$ cat src/rtl/qspi_arb_if.sv
// Signal bundle between the qspi line-transfer arbiter, its requesters and the qspi port.
// The DMA (x_) group exists only when QSPI_ARB_DMA_EN is defined.
interface qspi_arb_if #(
    parameter int TW = 20
);
    logic          i_req;
    logic [TW-1:0] i_tag;
    logic          i_mem;
    logic          i_wstrobe;
    logic          i_done;

    logic          d_req;
    logic          d_write;
    logic          d_mem;
    logic [TW-1:0] d_tag;
    logic [3:0]    d_dwrite;
    logic          d_wstrobe;
    logic          d_rstrobe;
    logic          d_done;

`ifdef QSPI_ARB_DMA_EN
    logic          x_req;
    logic          x_write;
    logic          x_mem;
    logic [TW-1:0] x_tag;
    logic [3:0]    x_dwrite;
    logic          x_wstrobe;
    logic          x_rstrobe;
    logic          x_done;
`endif

    logic          q_req;
    logic          q_i_d;
    logic          q_mem;
    logic          q_write;
    logic [TW-1:0] q_paddr;
    logic [3:0]    q_dwrite;
    logic          q_wstrobe_in;
    logic          q_rstrobe_in;
    logic          q_done;

    logic          timeout_err;

`ifdef QSPI_ARB_DMA_EN
    modport slave (
        input  i_req, i_tag, i_mem,
        output i_wstrobe, i_done,
        input  d_req, d_write, d_mem, d_tag, d_dwrite,
        output d_wstrobe, d_rstrobe, d_done,
        input  x_req, x_write, x_mem, x_tag, x_dwrite,
        output x_wstrobe, x_rstrobe, x_done,
        output q_req, q_i_d, q_mem, q_write, q_paddr, q_dwrite,
        input  q_wstrobe_in, q_rstrobe_in, q_done,
        output timeout_err
    );

    modport master (
        output i_req, i_tag, i_mem,
        input  i_wstrobe, i_done,
        output d_req, d_write, d_mem, d_tag, d_dwrite,
        input  d_wstrobe, d_rstrobe, d_done,
        output x_req, x_write, x_mem, x_tag, x_dwrite,
        input  x_wstrobe, x_rstrobe, x_done,
        input  q_req, q_i_d, q_mem, q_write, q_paddr, q_dwrite,
        output q_wstrobe_in, q_rstrobe_in, q_done,
        input  timeout_err
    );
`else
    modport slave (
        input  i_req, i_tag, i_mem,
        output i_wstrobe, i_done,
        input  d_req, d_write, d_mem, d_tag, d_dwrite,
        output d_wstrobe, d_rstrobe, d_done,
        output q_req, q_i_d, q_mem, q_write, q_paddr, q_dwrite,
        input  q_wstrobe_in, q_rstrobe_in, q_done,
        output timeout_err
    );

    modport master (
        output i_req, i_tag, i_mem,
        input  i_wstrobe, i_done,
        output d_req, d_write, d_mem, d_tag, d_dwrite,
        input  d_wstrobe, d_rstrobe, d_done,
        input  q_req, q_i_d, q_mem, q_write, q_paddr, q_dwrite,
        output q_wstrobe_in, q_rstrobe_in, q_done,
        input  timeout_err
    );
`endif
endinterface

$ cat src/rtl/qspi_arb.sv
// Round-robin line-transfer arbiter in front of the shared qspi port, with a BUSY watchdog.
// Define QSPI_ARB_DMA_EN to add the DMA (x_) requester to the I -> D -> X rotation.
//
// state    | meaning
// ---------+-------------------------------------------------------------
// S_IDLE   | no owner; pick a round-robin winner and latch its request
// S_BUSY   | q_req high, strobes routed to owner, watchdog counting
// S_RELEASE| owner's _done pulses; requests ignored for this one cycle
module qspi_arb #(
    parameter int PA          = 22,
    parameter int LINE_LENGTH = 4,
    parameter int TIMEOUT     = 255
) (
    input  logic        clk,
    input  logic        reset,
    qspi_arb_if.slave   bus
);
    localparam int LB = $clog2(LINE_LENGTH);
    localparam int TW = PA - LB;
    localparam logic [7:0] WD_TC = 8'(TIMEOUT - 1);

    typedef enum logic [1:0] {S_IDLE, S_BUSY, S_RELEASE} state_t;
    typedef enum logic [1:0] {OWN_NONE, OWN_I, OWN_D, OWN_X} own_t;

`ifdef QSPI_ARB_DMA_EN
    localparam own_t LAST_RST = OWN_X;
`else
    localparam own_t LAST_RST = OWN_D;
`endif

    state_t        state, state_nxt;
    own_t          own, own_nxt;
    own_t          last, last_nxt;
    own_t          winner;
    logic [7:0]    wd_cnt, wd_cnt_nxt;
    logic          terr, terr_nxt;
    logic [TW-1:0] paddr_r, paddr_nxt;
    logic          write_r, write_nxt;
    logic          mem_r, mem_nxt;

    logic          x_req_w;
    logic          x_write_w;
    logic          x_mem_w;
    logic [TW-1:0] x_tag_w;
    logic [3:0]    x_dwrite_w;

`ifdef QSPI_ARB_DMA_EN
    assign x_req_w    = bus.x_req;
    assign x_write_w  = bus.x_write;
    assign x_mem_w    = bus.x_mem;
    assign x_tag_w    = bus.x_tag;
    assign x_dwrite_w = bus.x_dwrite;
`else
    assign x_req_w    = 1'b0;
    assign x_write_w  = 1'b0;
    assign x_mem_w    = 1'b0;
    assign x_tag_w    = '0;
    assign x_dwrite_w = 4'h0;
`endif

    always_ff @(posedge clk) begin
        if (reset) begin
            state   <= S_IDLE;
            own     <= OWN_NONE;
            last    <= LAST_RST;
            wd_cnt  <= 8'h00;
            terr    <= 1'b0;
            paddr_r <= '0;
            write_r <= 1'b0;
            mem_r   <= 1'b0;
        end else begin
            state   <= state_nxt;
            own     <= own_nxt;
            last    <= last_nxt;
            wd_cnt  <= wd_cnt_nxt;
            terr    <= terr_nxt;
            paddr_r <= paddr_nxt;
            write_r <= write_nxt;
            mem_r   <= mem_nxt;
        end
    end

    // Search starts just after the last owner; push vs pull carries no weight.
    always_comb begin
        winner = OWN_NONE;
        case (last)
            OWN_I: begin
                if (bus.d_req)      winner = OWN_D;
                else if (x_req_w)   winner = OWN_X;
                else if (bus.i_req) winner = OWN_I;
            end
            OWN_D: begin
                if (x_req_w)        winner = OWN_X;
                else if (bus.i_req) winner = OWN_I;
                else if (bus.d_req) winner = OWN_D;
            end
            default: begin
                if (bus.i_req)      winner = OWN_I;
                else if (bus.d_req) winner = OWN_D;
                else if (x_req_w)   winner = OWN_X;
            end
        endcase
    end

    always_comb begin
        state_nxt  = state;
        own_nxt    = own;
        last_nxt   = last;
        wd_cnt_nxt = wd_cnt;
        terr_nxt   = terr;
        paddr_nxt  = paddr_r;
        write_nxt  = write_r;
        mem_nxt    = mem_r;

        case (state)
            S_IDLE: begin
                if (winner != OWN_NONE) begin
                    state_nxt  = S_BUSY;
                    own_nxt    = winner;
                    wd_cnt_nxt = 8'h00;
                    case (winner)
                        OWN_I: begin
                            paddr_nxt = bus.i_tag;
                            write_nxt = 1'b0;
                            mem_nxt   = bus.i_mem;
                        end
                        OWN_D: begin
                            paddr_nxt = bus.d_tag;
                            write_nxt = bus.d_write;
                            mem_nxt   = bus.d_mem;
                        end
                        OWN_X: begin
                            paddr_nxt = x_tag_w;
                            write_nxt = x_write_w;
                            mem_nxt   = x_mem_w;
                        end
                        default: ;
                    endcase
                end
            end
            S_BUSY: begin
                // A real completion on the last allowed cycle wins over the abort.
                if (bus.q_done) begin
                    state_nxt = S_RELEASE;
                end else if (wd_cnt == WD_TC) begin
                    state_nxt = S_RELEASE;
                    terr_nxt  = 1'b1;
                end else begin
                    wd_cnt_nxt = wd_cnt + 8'h01;
                end
            end
            S_RELEASE: begin
                state_nxt = S_IDLE;
                last_nxt  = own;
                own_nxt   = OWN_NONE;
            end
            default: begin
                state_nxt = S_IDLE;
                own_nxt   = OWN_NONE;
            end
        endcase
    end

    logic busy;
    logic rel;
    assign busy = (state == S_BUSY);
    assign rel  = (state == S_RELEASE);

    always_comb begin
        bus.q_req       = busy;
        bus.q_i_d       = (own == OWN_I);
        bus.q_write     = write_r;
        bus.q_mem       = mem_r;
        bus.q_paddr     = paddr_r;
        bus.timeout_err = terr;

        bus.q_dwrite = 4'h0;
        if (busy && own == OWN_D) bus.q_dwrite = bus.d_dwrite;
        if (busy && own == OWN_X) bus.q_dwrite = x_dwrite_w;

        bus.i_wstrobe = busy && (own == OWN_I) && bus.q_wstrobe_in;
        bus.i_done    = rel && (own == OWN_I);

        bus.d_wstrobe = busy && (own == OWN_D) && bus.q_wstrobe_in;
        bus.d_rstrobe = busy && (own == OWN_D) && bus.q_rstrobe_in;
        bus.d_done    = rel && (own == OWN_D);

`ifdef QSPI_ARB_DMA_EN
        bus.x_wstrobe = busy && (own == OWN_X) && bus.q_wstrobe_in;
        bus.x_rstrobe = busy && (own == OWN_X) && bus.q_rstrobe_in;
        bus.x_done    = rel && (own == OWN_X);
`endif
    end
endmodule

$ cat src/flat_wrapper.sv
// flat-port wrapper written by rule: the top's interface ports become plain ports
module qspi_arb_flat 
#(
    parameter int PA          = 22,
    parameter int LINE_LENGTH = 4,
    parameter int TIMEOUT     = 255
)
  (clk, reset, bus_i_req, bus_i_tag, bus_i_mem, bus_i_wstrobe, bus_i_done, bus_d_req, bus_d_write, bus_d_mem, bus_d_tag, bus_d_dwrite, bus_d_wstrobe, bus_d_rstrobe, bus_d_done, bus_q_req, bus_q_i_d, bus_q_mem, bus_q_write, bus_q_paddr, bus_q_dwrite, bus_q_wstrobe_in, bus_q_rstrobe_in, bus_q_done, bus_timeout_err);
  qspi_arb_if #(.TW((20))) bus_i ();
  input  logic clk;
  input  logic reset;
  input wire logic [$bits(bus_i.i_req)-1:0] bus_i_req;
  input wire logic [$bits(bus_i.i_tag)-1:0] bus_i_tag;
  input wire logic [$bits(bus_i.i_mem)-1:0] bus_i_mem;
  output wire logic [$bits(bus_i.i_wstrobe)-1:0] bus_i_wstrobe;
  output wire logic [$bits(bus_i.i_done)-1:0] bus_i_done;
  input wire logic [$bits(bus_i.d_req)-1:0] bus_d_req;
  input wire logic [$bits(bus_i.d_write)-1:0] bus_d_write;
  input wire logic [$bits(bus_i.d_mem)-1:0] bus_d_mem;
  input wire logic [$bits(bus_i.d_tag)-1:0] bus_d_tag;
  input wire logic [$bits(bus_i.d_dwrite)-1:0] bus_d_dwrite;
  output wire logic [$bits(bus_i.d_wstrobe)-1:0] bus_d_wstrobe;
  output wire logic [$bits(bus_i.d_rstrobe)-1:0] bus_d_rstrobe;
  output wire logic [$bits(bus_i.d_done)-1:0] bus_d_done;
  output wire logic [$bits(bus_i.q_req)-1:0] bus_q_req;
  output wire logic [$bits(bus_i.q_i_d)-1:0] bus_q_i_d;
  output wire logic [$bits(bus_i.q_mem)-1:0] bus_q_mem;
  output wire logic [$bits(bus_i.q_write)-1:0] bus_q_write;
  output wire logic [$bits(bus_i.q_paddr)-1:0] bus_q_paddr;
  output wire logic [$bits(bus_i.q_dwrite)-1:0] bus_q_dwrite;
  input wire logic [$bits(bus_i.q_wstrobe_in)-1:0] bus_q_wstrobe_in;
  input wire logic [$bits(bus_i.q_rstrobe_in)-1:0] bus_q_rstrobe_in;
  input wire logic [$bits(bus_i.q_done)-1:0] bus_q_done;
  output wire logic [$bits(bus_i.timeout_err)-1:0] bus_timeout_err;
  assign bus_i.i_req = bus_i_req;
  assign bus_i.i_tag = bus_i_tag;
  assign bus_i.i_mem = bus_i_mem;
  assign bus_i_wstrobe = bus_i.i_wstrobe;
  assign bus_i_done = bus_i.i_done;
  assign bus_i.d_req = bus_d_req;
  assign bus_i.d_write = bus_d_write;
  assign bus_i.d_mem = bus_d_mem;
  assign bus_i.d_tag = bus_d_tag;
  assign bus_i.d_dwrite = bus_d_dwrite;
  assign bus_d_wstrobe = bus_i.d_wstrobe;
  assign bus_d_rstrobe = bus_i.d_rstrobe;
  assign bus_d_done = bus_i.d_done;
  assign bus_q_req = bus_i.q_req;
  assign bus_q_i_d = bus_i.q_i_d;
  assign bus_q_mem = bus_i.q_mem;
  assign bus_q_write = bus_i.q_write;
  assign bus_q_paddr = bus_i.q_paddr;
  assign bus_q_dwrite = bus_i.q_dwrite;
  assign bus_i.q_wstrobe_in = bus_q_wstrobe_in;
  assign bus_i.q_rstrobe_in = bus_q_rstrobe_in;
  assign bus_i.q_done = bus_q_done;
  assign bus_timeout_err = bus_i.timeout_err;
  qspi_arb #(.PA(PA), .LINE_LENGTH(LINE_LENGTH), .TIMEOUT(TIMEOUT)) u_core (.clk(clk), .reset(reset), .bus(bus_i));
endmodule
$ cat config.mk
export PLATFORM = sky130hd
export DESIGN_NAME = qspi_arb_flat
export DESIGN_NICKNAME = d
export VERILOG_FILES = /design/src/rtl/qspi_arb_if.sv /design/src/rtl/qspi_arb.sv /design/src/flat_wrapper.sv
export SDC_FILE = /design/constraint.sdc
export NUM_CORES = 1
export LEC_CHECK = 0
export CORE_MARGIN = 3
export CORE_UTILIZATION = 43
export CTS_CLUSTER_DIAMETER = 120
export CTS_CLUSTER_SIZE = 16
export DETAILED_ROUTE_END_ITERATION = 16
export PLACE_DENSITY = 0.89
export SYNTH_ARGS = -nofsm -noshare
export SYNTH_HDL_FRONTEND = slang
export SYNTH_SLANG_ARGS = --single-unit
$ cat constraint.sdc
create_clock -name clk -period 2.5 [get_ports clk]
set_input_delay 0.25 -clock clk [delete_from_list [all_inputs] [get_ports clk]]
set_output_delay 0.25 -clock clk [all_outputs]
set_load 0.02 [all_outputs]
==> reports/results.ini, run 1 <==
[timing]
max_clock_freq_mhz=441.5
timing.final.setup_violations=0
rsz0062_at_grt=no
period_utilisation_layout_pct=90.61
worstMarginPinSlew_ns=0.3836
max-slew-margin-rel_pct=74.42
finalHoldViolCount=0
setup_tns_ns=0
max_transition_viols_final=0
clock_skew_ns=0.005796
finalWorstPathRequiredPeriod_ns=2.265

[critical_path]
setup.worst_path.class=reg -> out
critical_path.startpoint_type=flop
crit_path_max_fanout=7
cp_slowest_stage_delay_ns=0.60
critPathTopFamily=simple AND/OR/NAND/NOR gates
critical_path.n_buffers_inverters=1
timing.critical_path.cells=or2b_1 -> nor2_1 -> and2_1 -> clkdlybuf4s50_1
timing.critical_path.to_type=output pin
worst_ep_arrival_time_ns=2.02
worst_path_max_delay_cell=sky130_fd_sc_hd__clkdlybuf4s50_1
critPathRequiredTime_ns=2.25

[detailed_routing]
detail-route-antenna-nets=0
drt-vias-per-instance=5.468
via_count=1952
routedWlPerCell_um=13.89
drc_errors=0
drt_pre_antenna_iters=4
drt-total-wl_um=4960
drt-initial-drc-count=138

[layout]
design.final.nets=364
multi_input_comb_area_um2=930.9
nFillCells=317
diode_insertion_count_for_antenna_repair=0
area.sequential_um2=740.7
drive_gt1_share_pct=5.502
layout.cells.most_common=sky130_fd_sc_hd__clkdlybuf4s50_1
area.growth.synth_to_final_pct=56.32
most-common-layout-cells=sky130_fd_sc_hd__clkdlybuf4s50_1 (87), sky130_fd_sc_hd__nor3_1 (47), sky130_fd_sc_hd__dfxtp_1 (37)

[hold_path]
timing.hold.worst.class=reg -> reg

[clock_tree]
tritoncts_num_sinks=37
clock_tree_from_tritoncts=done
cts-root-to-sink-buffers=2
ctsRootBufferMaster=sky130_fd_sc_hd__clkbuf_8
cts_made_buffers=5
post_cts_buffers=0
clock_tree.htree_level_count=2
post_cts_hold_buffer_count=0
post_cts.resized_instances=0
clkLatencyLatePin_ns=0.29
clkTransAtPathRegs_ns=0.07

[floorplan]
row_count=22
die_y_um=70.01
die_width_um=70.01
die_area_um2=4901
io_pins=88
start_util_pct=46.38
floorplan.core_area_um2=3799

[placement]
detailed_place_hpwl_um=3572
gp_congestion=0.8106
buffer_ports.inserted=87

[synthesis]
fraction_of_synthesized_cell_area_taken_by_the_top_area_cell_type_pct=42.05
synth_area_um2=1762
synthTopCellsByArea=sky130_fd_sc_hd__dfxtp_1 (42%), sky130_fd_sc_hd__nor3_1 (13%), sky130_fd_sc_hd__nor4_1 (7.5%)
syn-num-nets=281
syn_avg_cell_area_um2=7.830
post_synth_num_cell_types=34
synthesis.yosys.warnings=0
register_bit_total_from_synthesis=37
syn_inst=225
synth.yosys.seq_area_share_pct=42.05
yosysTopAreaCell=sky130_fd_sc_hd__dfxtp_1

[power_and_ir_drop]
clock_network_power_share_pct=26.2
p_seq_share_pct=43.9
cell_area_power_density_nw_per_um2=557.6
comb_power_share_pct=29.9
finalPower_mw=1.536
leakagePower_nw=0.9976
net-switching-power_mw=0.4694
max-vdd-ir-drop_mv=0.3541
internal_power_mw=1.066
swShare_pct=30.57

[global_routing]
vias_in_the_first_global_route=1957
grtUsageTotal_pct=21.02
grt_max_degree=53
initial_antenna_violation_count=0
global_route_wire_length_before_repair_um=8376
congestion_overflow_gr=0

[flow_run]
max_cap_violations=0

[run_status]
status=completed

routing by layer:
layer,up-vias,global-route usage [%],wire length [µm]
li1,977,-,-
met1,891,22.01,2002
met2,78,37.15,2464
met3,6,8.489,415
met4,0,8.511,78
met5,-,0,0
power groups by stage:
| stage | sequential [mW] | combinational [mW] | clock (mW) |
|---|---|---|---|
| floorplan | 0.737 | 0.183 | 0 |
| global route | 0.681 | 0.498 | 0.438 |
| CTS | 0.674 | 0.464 | 0.411 |
| detailed placement | 0.688 | 0.461 | 0 |
| finish | 0.674 | 0.460 | 0.402 |
| global placement | 0.684 | 0.455 | 0 |
tightest hold or removal path, stage by stage (launching register included):
cell	delay, ns
sky130_fd_sc_hd__dfxtp_1	0.31
sky130_fd_sc_hd__nand2_1	0.05
sky130_fd_sc_hd__a21oi_1	0.05
worst paths after layout:
check / from / end / slack, ns / cells after the start
worst max register to register: u_core.wd_cnt[0] / u_core.wd_cnt[7] / 0.83 / 6
worst min register to register: u_core.bus.q_write / u_core.bus.q_write / 0.47 / 2
worst min-delay path: u_core.bus.q_write / u_core.bus.q_write / 0.47 / 2
worst max-delay path: u_core.state[0] / bus_d_rstrobe / 0.23 / 4
logic make-up after synthesis:
| logic type | after synthesis | synth area share, % |
|---|---|---|
| adders and majority gates | 2 | 1.420 |
| DFF | 37 | 42.05 |
| muxes | 2 | 1.136 |
| buffers and inverters | 20 | 5.114 |
| and+or+nand+nor | 136 | 40.34 |
| AOI/OAI and AO/OA | 28 | 9.943 |
sequential cells by signal, summed over array words and instances, names as in the netlist:
register                count
u_core.state                2
u_core.bus.q_paddr         20
u_core.wd_cnt               8
u_core.last                 2
u_core.bus.q_write          1
u_core.bus.timeout_err      1
u_core.bus.q_mem            1
u_core.own                  2
synthesized netlist by cell type (all sizes together):
cell type	instances
a21o	2
a21oi	12
a2bb2oi	2
a31oi	2
and2	6
and3	2
buf	7
clkbuf	10
dfxtp	37
ha	2
inv	3
mux2i	2
nand2	5
nand2b	4
nand3	12
nand3b	1
nand4	1
nor2	29
nor2b	2
nor3	47
nor3b	2
nor4	21
o211ai	1
o21a	3
o21ai	5
o21bai	1
or2	1
or2b	1
or4	2
stage by stage:
step | instance area [µm²] | utilization [%] | setup WS [ns] | hold WS [ns] | cells
after floorplan | 1762 | - | 0.9752 | 0.4019 | 225
after global placement | 2671 | 70.32 | 0.6132 | 0.4404 | 349
after detailed placement | 2671 | 70.32 | 0.5418 | 0.4505 | 349
after CTS | 2754 | 72.50 | 0.2242 | 0.4692 | 357
after global routing | 2754 | 72.50 | 0.1002 | 0.4990 | 357
final | 2754 | 72.50 | 0.2348 | 0.4655 | 357
area by class of cell:
| type | count | share of cell area [%] |
|---|---|---|
| Clock inverter | 2 | 0.3635 |
| Tap cell | 48 | 2.181 |
| Sequential cell | 37 | 26.90 |
| Multi-Input combinational cell | 168 | 33.80 |
| Timing Repair Buffer | 93 | 33.71 |
| Inverter | 3 | 0.4089 |
| Clock buffer | 6 | 2.635 |
Power figures use the tool's default switching activity.
==> run 2: changes to the inputs <==
--- a/config.mk
+++ b/config.mk
@@ -5,12 +5,13 @@
 export SDC_FILE = /design/constraint.sdc
 export NUM_CORES = 1
 export LEC_CHECK = 0
+export CORE_ASPECT_RATIO = 1.75
 export CORE_MARGIN = 3
-export CORE_UTILIZATION = 43
+export CORE_UTILIZATION = 40
 export CTS_CLUSTER_DIAMETER = 120
 export CTS_CLUSTER_SIZE = 16
 export DETAILED_ROUTE_END_ITERATION = 16
-export PLACE_DENSITY = 0.89
+export PLACE_DENSITY = 0.84
 export SYNTH_ARGS = -nofsm -noshare
 export SYNTH_HDL_FRONTEND = slang
 export SYNTH_SLANG_ARGS = --single-unit
==> constraint.sdc (replaced) <==
create_clock -name clk -period 2.25 [get_ports clk]
set_input_delay 0.225 -clock clk [delete_from_list [all_inputs] [get_ports clk]]
set_output_delay 0.225 -clock clk [all_outputs]
set_load 0.02 [all_outputs]
==> reports/results.ini, run 2 (synthesized netlist as in run 1, its figures left out) <==
[placement]
placement.cell_area_um2=2685
gp_congestion=0.7932
pre_cts_slack_ns=0.3352
detailed_place_hpwl_um=4010
buffer_ports.inserted=87

[critical_path]
worst_ep_arrival_time_ns=1.95
reg2reg_to=u_core.wd_cnt[5]
timing.critical_path.cells=or2b_1 -> nor2_2 -> and2_1 -> clkdlybuf4s50_1
critical_path.startpoint_type=flop
worst_r2r_path_depth=6
timing.rr.start=u_core.wd_cnt[0]
cp_slowest_stage_delay_ns=0.59
critPathRequiredTime_ns=2.03
timing.critical_path.to_type=output pin
setup.worst_path.class=reg -> out
crit_path_max_fanout=8
worst_path_max_delay_cell=sky130_fd_sc_hd__clkdlybuf4s50_1
timing.reg2reg.setup_slack_ns=0.59

[clock_tree]
post_cts_hold_buffer_count=0
clkLatencyLatePin_ns=0.29
cts_made_buffers=5
clock_tree.htree_level_count=2
cts-root-to-sink-buffers=2
clock_tree_from_tritoncts=done
tritoncts_num_sinks=37
ctsRootBufferMaster=sky130_fd_sc_hd__clkbuf_8
clkTransAtPathRegs_ns=0.07

[global_routing]
congestion_overflow_gr=0
global_route_wire_length_before_repair_um=8418
vias_in_the_first_global_route=1850
initial_antenna_violation_count=0
grt_max_degree=39
grtUsageTotal_pct=20.33

[timing]
max-slew-margin-rel_pct=73.41
clock_skew_ns=0.004618
finalHoldViolCount=0
rsz0062_at_grt=yes
timing.final.setup_violations=0
finalHoldWorstSlack_ns=0.4706
max_transition_viols_final=0
worstMarginPinSlew_ns=0.3974
max_clock_freq_mhz=459.0
finalWorstPathRequiredPeriod_ns=2.179
period_utilisation_layout_pct=96.84
post-route-worst-setup-slack_ns=0.07117

[floorplan]
die_width_um=56.17
floorplan.core_area_um2=4189
start_util_pct=42.05
row_count=31
die_area_um2=5268
io_pins=88
die_y_um=93.79

[detailed_routing]
drc_errors=0
drt-total-wl_um=5427
routedWlPerCell_um=15.16
drt_pre_antenna_iters=4
drt-initial-drc-count=31
via_count=1976
detail-route-antenna-nets=0
drt-vias-per-instance=5.520

[layout]
layout.cells.most_common=sky130_fd_sc_hd__clkdlybuf4s50_1
design.final.nets=364
drive_gt1_share_pct=6.472
final_util_pct=66.85
largest_register_ffs=20
non_filler_cell_area_final_um2=2800
area.growth.synth_to_final_pct=58.95
diode_insertion_count_for_antenna_repair=0
most-common-layout-cells=sky130_fd_sc_hd__clkdlybuf4s50_1 (83), sky130_fd_sc_hd__nor3_1 (47), sky130_fd_sc_hd__dfxtp_1 (36)

[power_and_ir_drop]
cell_area_power_density_nw_per_um2=636.9
max-vdd-ir-drop_mv=0.6958
finalPower_mw=1.783
leakagePower_nw=1.086

[hold_path]
timing.hold.worst.class=reg -> reg
worst_hold_path.num_cells=2
worstHoldEndpoint=u_core.bus.q_write
hold_start=u_core.bus.q_write

[flow_run]
max_cap_violations=0

[run_status]
status=completed

run 2: changes by cell type in the layout (fill, tap and decap cells not counted):
| cell | delta |
|---|---|
| sky130_fd_sc_hd__clkdlybuf4s50_1 | -4 |
| sky130_fd_sc_hd__dlymetal6s2s_1 | +4 |
| sky130_fd_sc_hd__clkbuf_8 | +2 |
| sky130_fd_sc_hd__buf_12 | +1 |
| sky130_fd_sc_hd__buf_4 | -1 |
| sky130_fd_sc_hd__clkbuf_1 | -1 |
| sky130_fd_sc_hd__clkinv_2 | -1 |
| sky130_fd_sc_hd__dfxtp_1 | -1 |
| sky130_fd_sc_hd__dfxtp_2 | +1 |
| sky130_fd_sc_hd__nor2_1 | -1 |
| sky130_fd_sc_hd__nor2_2 | +1 |
run 2: final cells by class:
type	count	area, µm²
clock buffer	7	96.34
clock inverter	1	5.005
fill	344	1389
inverter	3	11.26
multi-input combinational	168	933.4
sequential	37	742.0
tap	49	61.31
timing repair buffer	93	950.9
run 2: worst max path at each step:
stage / startpoint / to / slack, ns / cells after the start
after floorplan: u_core.wd_cnt[0] / u_core.wd_cnt[5] / 0.73 / 6
after global placement: u_core.state[0] / bus_q_dwrite[1] / 0.39 / 4
after detailed placement: u_core.state[0] / bus_q_dwrite[0] / 0.34 / 4
after CTS: u_core.state[0] / bus_q_dwrite[0] / 0.004 / 4
after global routing: u_core.state[1] / bus_d_rstrobe / -0.03 / 4
final: u_core.state[1] / bus_d_rstrobe / 0.07 / 4
run 2: report_power, final:
group          total, mW  switching (mW)  internal, mW  leakage, nW
combinational      0.526           0.260         0.265        0.727
clock              0.505           0.229         0.277       0.0542
sequential         0.752          0.0384         0.714        0.305
run 2: timing repair:
action,4_1_cts,5_1_grt
hold endpoints to repair,0,0
buffers inserted,0,0
resized for setup,0,6
endpoints found under the setup margin,0,7
run 2: metal layers:
metal | vias to the layer above | global-route usage [%] | wire, µm
li1 | 976 | - | -
met1 | 921 | 21.11 | 2003
met2 | 64 | 37.40 | 2966
met3 | 15 | 4.539 | 248
met4 | 0 | 10.30 | 209
met5 | - | 0 | 0
run 2: worst max-delay path, delay by kind of cell (launching register included):
| family | cells | cell delay (ns) |
|---|---|---|
| simple gates | 3 | 0.68 |
| buf+inv | 1 | 0.59 |
| flops | 1 | 0.40 |
run 2: metrics by stage:
step	TNS [ns]	instances
floorplan	0	225
global placement	0	350
detailed placement	0	350
CTS	0	358
global route	-0.02544	358
finish	0	358
==> run 3: changes to the inputs <==
--- a/config.mk
+++ b/config.mk
@@ -11,7 +11,7 @@
 export CTS_CLUSTER_DIAMETER = 120
 export CTS_CLUSTER_SIZE = 16
 export DETAILED_ROUTE_END_ITERATION = 16
-export PLACE_DENSITY = 0.84
+export PLACE_DENSITY = 0.77
 export SYNTH_ARGS = -nofsm -noshare
 export SYNTH_HDL_FRONTEND = slang
 export SYNTH_SLANG_ARGS = --single-unit
==> constraint.sdc (replaced) <==
create_clock -name clk -period 2.29 [get_ports clk]
set_input_delay 0.229 -clock clk [delete_from_list [all_inputs] [get_ports clk]]
set_output_delay 0.229 -clock clk [all_outputs]
set_load 0.02 [all_outputs]
==> reports/results.ini, run 3 (synthesized netlist as in run 1, its figures left out) <==
[power_and_ir_drop]
finalPower_mw=1.732
max-vdd-ir-drop_mv=0.5080
net-switching-power_mw=0.5255
comb_power_share_pct=29.7
internal_power_mw=1.206
p_seq_share_pct=42.6
clock_network_power_share_pct=27.7
leakagePower_nw=1.032
cell_area_power_density_nw_per_um2=619.5
swShare_pct=30.34

[floorplan]
floorplan.core_area_um2=4189
die_y_um=93.79
io_pins=88
row_count=31
start_util_pct=42.05
die_area_um2=5268
die_width_um=56.17

[critical_path]
timing.critical_path.to_type=output pin
critical_path_cell_count=4
worst_ep_arrival_time_ns=1.93
critical_path.n_buffers_inverters=1
critPathTopFamily=simple AND/OR/NAND/NOR gates
timing.critical_path.cells=or2b_1 -> nor2_2 -> and2_1 -> clkdlybuf4s50_1
crit_path_max_fanout=8
worst_r2r_path_depth=6
critPathRequiredTime_ns=2.06
setup.worst_path.class=reg -> out
cp_slowest_stage_delay_ns=0.60
critical_path.startpoint_type=flop
worst_path_max_delay_cell=sky130_fd_sc_hd__clkdlybuf4s50_1

[detailed_routing]
drt-vias-per-instance=5.487
via_count=1970
drc_errors=0
drt-total-wl_um=5312
drt-initial-drc-count=36
drt_pre_antenna_iters=4
detail-route-antenna-nets=0
routedWlPerCell_um=14.80

[layout]
non_filler_cell_area_final_um2=2795
largest_register_ffs=20
multi_input_comb_area_um2=933.4
drive_gt1_share_pct=6.774
most-common-layout-cells=sky130_fd_sc_hd__clkdlybuf4s50_1 (86), sky130_fd_sc_hd__nor3_1 (47), sky130_fd_sc_hd__dfxtp_1 (36)
nFillCells=372
area.growth.synth_to_final_pct=58.66
layout.cells.most_common=sky130_fd_sc_hd__clkdlybuf4s50_1
design.final.nets=365
diode_insertion_count_for_antenna_repair=0
area.sequential_um2=742.0

[placement]
gp_congestion=0.7949
detailed_place_hpwl_um=3905
buffer_ports.inserted=87
pre_cts_slack_ns=0.2828
placement.cell_area_um2=2693

[timing]
setup_tns_ns=0
post-route-worst-setup-slack_ns=0.1285
timing.final.setup_violations=0
max-slew-margin-rel_pct=73.49
finalHoldWorstSlack_ns=0.4714
rsz0062_at_grt=no
max_transition_viols_final=0
finalHoldViolCount=0
worstMarginPinSlew_ns=0.3976
clock_skew_ns=0.01003
finalWorstPathRequiredPeriod_ns=2.162
max_clock_freq_mhz=462.6
period_utilisation_layout_pct=94.39

[global_routing]
initial_antenna_violation_count=0
global_route_wire_length_before_repair_um=8521
grt_max_degree=38
vias_in_the_first_global_route=1888
grtUsageTotal_pct=20.29
congestion_overflow_gr=0

[clock_tree]
cts_made_buffers=5
clkLatencyLatePin_ns=0.29
clock_tree.htree_level_count=2
clock_tree_from_tritoncts=done
post_cts_hold_buffer_count=0
ctsRootBufferMaster=sky130_fd_sc_hd__clkbuf_8
cts-root-to-sink-buffers=2
post_cts_buffers=0
tritoncts_num_sinks=37
clkTransAtPathRegs_ns=0.08

[flow_run]
max_cap_violations=0

[run_status]
status=completed

[hold_path]
worst_hold_path.num_cells=2
timing.hold.worst.class=reg -> reg

run 3: worst min-delay path: stages (launching register included):
cell                      delay, ns
sky130_fd_sc_hd__dfxtp_1       0.32
sky130_fd_sc_hd__nand2_1       0.05
sky130_fd_sc_hd__a21oi_1       0.05
run 3: per-layer routing:
layer,up-vias,GRT usage (%),routed length (µm)
li1,976,-,-
met1,914,18.95,1861
met2,70,39.75,2974
met3,10,6.052,362
met4,0,8.119,114
met5,-,0,0
run 3: area by class of cell:
cell class                      count  share of cell area (%)
Tap cell                           49                   2.193
Inverter                            3                  0.4029
Clock inverter                      2                  0.4924
Clock buffer                        6                   2.954
Multi-Input combinational cell    168                   33.39
Sequential cell                    37                   26.54
Timing Repair Buffer               94                   34.02
run 3: final timing paths:
check	from	end	slack [ns]
max reg2reg	u_core.wd_cnt[0]	u_core.wd_cnt[5]	0.56
min reg2reg	u_core.bus.q_write	u_core.bus.q_write	0.47
min	u_core.bus.q_write	u_core.bus.q_write	0.47
max	u_core.state[1]	bus_d_rstrobe	0.13
run 3: timing repair:
| item | CTS | global route |
|---|---|---|
| setup endpoints to repair | 5 | 5 |
| pin swaps | 0 | 0 |
| resized for setup | 1 | 2 |
run 3: per-stage QoR:
step	util [%]	instances
floorplan	-	225
global placement	64.28	351
detailed placement	64.28	351
CTS	66.64	359
global route	66.73	359
finish	66.73	359
run 3: power groups by stage:
| stage | registers [mW] | clock network [mW] | logic [mW] |
|---|---|---|---|
| floorplan | 0.804 | 0 | 0.199 |
| global placement | 0.750 | 0 | 0.510 |
| detailed placement | 0.752 | 0 | 0.514 |
| CTS | 0.738 | 0.496 | 0.517 |
| global route | 0.746 | 0.522 | 0.553 |
| finish | 0.738 | 0.480 | 0.514 |
